`config.mk`:
```
export PLATFORM = sky130hd
export DESIGN_NAME = ttl_gate_array
export DESIGN_NICKNAME = d
export VERILOG_FILES = /design/src/rtl/ttl_gate_array.sv
export SDC_FILE = /design/constraint.sdc
export NUM_CORES = 1
export LEC_CHECK = 0
export CORE_AREA = 2 2 39 41
export DETAILED_ROUTE_END_ITERATION = 8
export DIE_AREA = 0 0 41 43
export GPL_TIMING_DRIVEN = 0
export PLACE_DENSITY = 0.72
export SYNTH_ARGS = -nofsm -noshare
export SYNTH_HDL_FRONTEND = slang
export SYNTH_SLANG_ARGS = --single-unit
```
`constraint.sdc`:
```
create_clock -name clk -period 1.6 [get_ports clk]
set_input_delay 0.16 -clock clk [delete_from_list [all_inputs] [get_ports clk]]
set_output_delay 0.16 -clock clk [all_outputs]
set_load 0.01 [all_outputs]
```
`src/rtl/ttl_gate_array.sv`:
```
// Bank of clocked logic gates, each with an inertial glitch filter followed by a
// transport delay line; everything advances only on ce-qualified edges.
module ttl_gate_array #(
  parameter int CHANNELS = 4,
  parameter int INPUTS   = 2,
  parameter int FUNC     = 0,
  parameter int FILTER   = 0,
  parameter int DELAY    = 1
) (
  input  logic                         clk,
  input  logic                         reset,
  input  logic                         ce,
  input  logic [CHANNELS*INPUTS-1:0]   a,
  output logic [CHANNELS-1:0]          y,
  output logic [CHANNELS-1:0]          chg
);

  localparam int            CW      = (FILTER < 1) ? 1 : $clog2(FILTER + 1);
  localparam logic [CW-1:0] CNT_MAX = CW'(FILTER);
  // Output of the selected function when every input is low.
  localparam logic          RST_VAL = (FUNC == 0) || (FUNC == 2) || (FUNC == 5);

  generate
    if (FUNC < 0 || FUNC > 5 || CHANNELS < 1 || INPUTS < 1 || INPUTS > 8 ||
        FILTER < 0 || FILTER > 15 || DELAY < 0 || DELAY > 15) begin : g_bad_param
      $error("ttl_gate_array: parameter out of range");
    end
  endgenerate

  for (genvar c = 0; c < CHANNELS; c++) begin : g_ch
    logic [INPUTS-1:0] w_in;
    logic              w_f;
    logic              w_filt_nxt;
    logic [CW-1:0]     w_cnt_nxt;
    logic              w_y;
    logic              w_y_nxt;
    logic              r_filt;
    logic [CW-1:0]     r_cnt;
    logic              r_chg;

    assign w_in = a[c*INPUTS +: INPUTS];

    always_comb begin
      case (FUNC)
        0:       w_f = ~(|w_in);
        1:       w_f = |w_in;
        2:       w_f = ~(&w_in);
        3:       w_f = &w_in;
        4:       w_f = ^w_in;
        5:       w_f = ~(^w_in);
        default: w_f = 1'b0;
      endcase
    end

    // A differing value must be seen FILTER+1 enabled edges in a row before it is taken.
    always_comb begin
      w_filt_nxt = r_filt;
      w_cnt_nxt  = '0;
      if (w_f != r_filt) begin
        if (r_cnt == CNT_MAX) begin
          w_filt_nxt = w_f;
        end else begin
          w_cnt_nxt = r_cnt + 1'b1;
        end
      end
    end

    if (DELAY == 0) begin : g_nodly
      assign w_y     = r_filt;
      assign w_y_nxt = w_filt_nxt;
    end else begin : g_dly
      logic [DELAY-1:0] r_dly;
      logic [DELAY-1:0] w_dly_nxt;

      assign w_dly_nxt = DELAY'({r_dly, r_filt});
      assign w_y       = r_dly[DELAY-1];
      assign w_y_nxt   = w_dly_nxt[DELAY-1];

      always_ff @(posedge clk) begin
        if (reset) begin
          r_dly <= {DELAY{RST_VAL}};
        end else if (ce) begin
          r_dly <= w_dly_nxt;
        end
      end
    end

    always_ff @(posedge clk) begin
      if (reset) begin
        r_filt <= RST_VAL;
        r_cnt  <= '0;
        r_chg  <= 1'b0;
      end else begin
        if (ce) begin
          r_filt <= w_filt_nxt;
          r_cnt  <= w_cnt_nxt;
        end
        r_chg <= ce && (w_y_nxt != w_y);
      end
    end

    assign y[c]   = w_y;
    assign chg[c] = r_chg;
  end

endmodule

```
==> results.sh <==
export IMPL_synth_nets=62
export IMPL_vias_per_cell=4.55
export IMPL_total_power_mw=0.692
export IMPL_crit_path_end_kind="output port"
export IMPL_slowest_delay_ns=0.52
export IMPL_numCtsBuffers=3
export IMPL_synth_cell_type_count=9
export IMPL_setup_tns_ns=0
export IMPL_vdd_drop_max_v=0.000578
export IMPL_postCtsSetupRepairBufs=0
export IMPL_yosysTopAreaCellShare_pct=47.4
export IMPL_layout_commonest_cell="clkdlybuf4s50_1"
export IMPL_grt_pass1_wl_um=1420
export IMPL_synth_area_leader_cell="dfxtp_1"
export IMPL_nNetsFinal=84
export IMPL_fmaxAchievable_ghz=0.694
export IMPL_start_util_pct=36.6
export IMPL_wl_per_cell_um=9.44
export IMPL_r2r_cells=2
export IMPL_dp_hpwl_um=615
export IMPL_die_h_um=43
export IMPL_final_cell_mix="17 x clkdlybuf4s50_1, 12 x dfxtp_1"
export IMPL_r2r_start="g_ch[0].g_dly.w_dly_nxt$_SDFFE_PP1P_"
export IMPL_worst_pin_slew_ns=0.376
export IMPL_critical_path_arrival_ns=1.28
export IMPL_fillers=136
export IMPL_cts_buffer_depth=2
export IMPL_path_max_fanout=3
export IMPL_slowest_stage="clkdlybuf4s50_1"
export IMPL_multi_input_area_um2=191
export IMPL_drc=0
export IMPL_layout_drive_gt1_share_pct=18.1
export IMPL_min_period_ns=1.44
export IMPL_antenna_cells=0
export IMPL_drt_iter0_markers=3
export IMPL_clk_latency_ns=0.27
export IMPL_dp_slack_ns=0.181
export IMPL_grt_max_degree=11
export IMPL_final_hold_viol_count=0
export IMPL_critPathBufInv=2
export IMPL_path_delay_family="buffers and inverters"
export IMPL_clockRootBuffer="clkbuf_4"
export IMPL_p_leak_nw=0.307
export IMPL_slew_violations=0
export IMPL_path_clk_slew_ns=0.07
export IMPL_core_um2=1380
export IMPL_gp_congestion=0.653
export IMPL_synth_area_top_cells="dfxtp_1 47%, a211o_1 14%, buf_4 12%, nor2b_1 9.9%, xnor2_1 6.9%"
export IMPL_vias=400
export IMPL_dr_pass1_iters=2
export IMPL_avgSynthCellArea_um2=9.94
export IMPL_timing_final_crit_share_pct=90.0
export IMPL_rsz0062_at_grt="false"
export IMPL_finalWirelength_um=831
export IMPL_post_synth_inst_count=51
export IMPL_postRouteAntennaNets=0
export IMPL_crit_chain="buf_4 > clkdlybuf4s50_1"
export IMPL_cellPowerDensity_nw_per_um2=943
export IMPL_max_cap_violations=0
export IMPL_setup_violations=0
export IMPL_startpoint_type="flip-flop"
export IMPL_fp_row_count=14
export IMPL_holdBufCountCts=0
export IMPL_area_growth_pct=44.7
export IMPL_criticalPathCategory="reg -> out"
export IMPL_fin_skew_ns=0.00534
export IMPL_io_pins=19
export IMPL_synth_warnings=0
export IMPL_setup_slack_ns=0.160
export IMPL_hold_depth=2
export IMPL_min_delay_start="reset"
export IMPL_crit_cells=2
export IMPL_outcome="finished clean"
export IMPL_syn_cell_area_um2=507
export IMPL_antenna_found_initial=0
export IMPL_whs_ns=0.354
export IMPL_numClockSinks=12
export IMPL_cts_resized=0
export IMPL_ff_latch_area_um2=240
export IMPL_ys_ff_latch=12
export IMPL_slew_limit_headroom_pct=74.9
export IMPL_htreeDepth=1
export IMPL_globalRouteOverflowTotal=0
export IMPL_grt_usage_pct=13.3
export IMPL_die_w_um=41
export IMPL_required_ns=1.44
export IMPL_fp_dieArea_um2=1760
export IMPL_port_buffers=17
export IMPL_yosysSeqAreaShare_pct=47.4
export IMPL_critPathLaunch="g_ch[2].g_dly.r_dly$_SDFFE_PP1P_"
export IMPL_cts_tree="done"
export IMPL_hold_class="in -> reg"
export IMPL_grt_pass1_vias=345
export IMPL_final_util_pct=53.0
synth_stat cells:
| library cell | instances |
|---|---|
| dfxtp_1 | 12 |
| nor2b_1 | 8 |
| xnor2_1 | 4 |
| a211o_1 | 8 |
| nor2_1 | 8 |
| buf_4 | 8 |
| nand2b_1 | 1 |
| buf_6 | 1 |
| clkbuf_1 | 1 |
metrics by stage:
| stage | area [µm²] | std cells |
|---|---|---|
| 2_1_floorplan | 507 | 51 |
| 3_3_place_gp | 697 | 84 |
| 3_5_place_dp | 697 | 84 |
| 4_1_cts | 733 | 88 |
| 5_1_grt | 733 | 88 |
| 6_report | 733 | 88 |
registers in the layout, summed over array words and instances (netlist names):
name and cells:
g_ch.g_dly.r_dly 4, g_ch.g_dly.w_dly_nxt 4, g_ch.r_chg 4
metal layers:
layer  up-vias  track usage (%)  part of all wire, %  wire, µm
met2        13             18.4                   51       426
met5         -                0                    0         0
met4         0             10.0                  2.9        24
met3         5             9.42                  7.2        60
li1        202                -                    -         -
met1       180             13.1                   39       320
cell families after synthesis:
kind of cell / after synthesis / share of synthesized area (%)
xor+xnor: 4 / 6.91
buf+inv: 10 / 14.8
simple gates: 17 / 17.0
compound gates: 8 / 13.8
flops: 12 / 47.4
final timing paths:
| check | slack, ns | to |
|---|---|---|
| worst min register to register | 0.50 | g_ch[1].g_dly.r_dly$_SDFFE_PP1P_ |
| worst max-delay path | 0.16 | y[2] |
| worst max register to register | 0.77 | g_ch[0].g_dly.w_dly_nxt$_SDFFE_PP1P_ |
| worst min-delay path | 0.35 | g_ch[0].g_dly.w_dly_nxt$_SDFFE_PP1P_ |
layout make-up:
type,instances,share of cell area (%)
buffer,10,10.2
clock buffer,4,4.95
multi-input combinational,29,26.1
sequential,12,32.8
tap,16,2.73
timing repair buffer,17,23.2
worst reg2reg max path: stages (launching register included):
cell and delay [ns]:
dfxtp_1 0.33, nor2b_1 0.13, a211o_1 0.27
report_power, final:
group,internal [mW],switching [mW],leakage [nW],total (mW)
Clock,0.138,0.0981,0.0210,0.237
Combinational,0.0835,0.0392,0.186,0.123
Sequential,0.319,0.0134,0.0995,0.332
Total,0.541,0.151,0.307,0.692
Power figures use the tool's default switching activity.
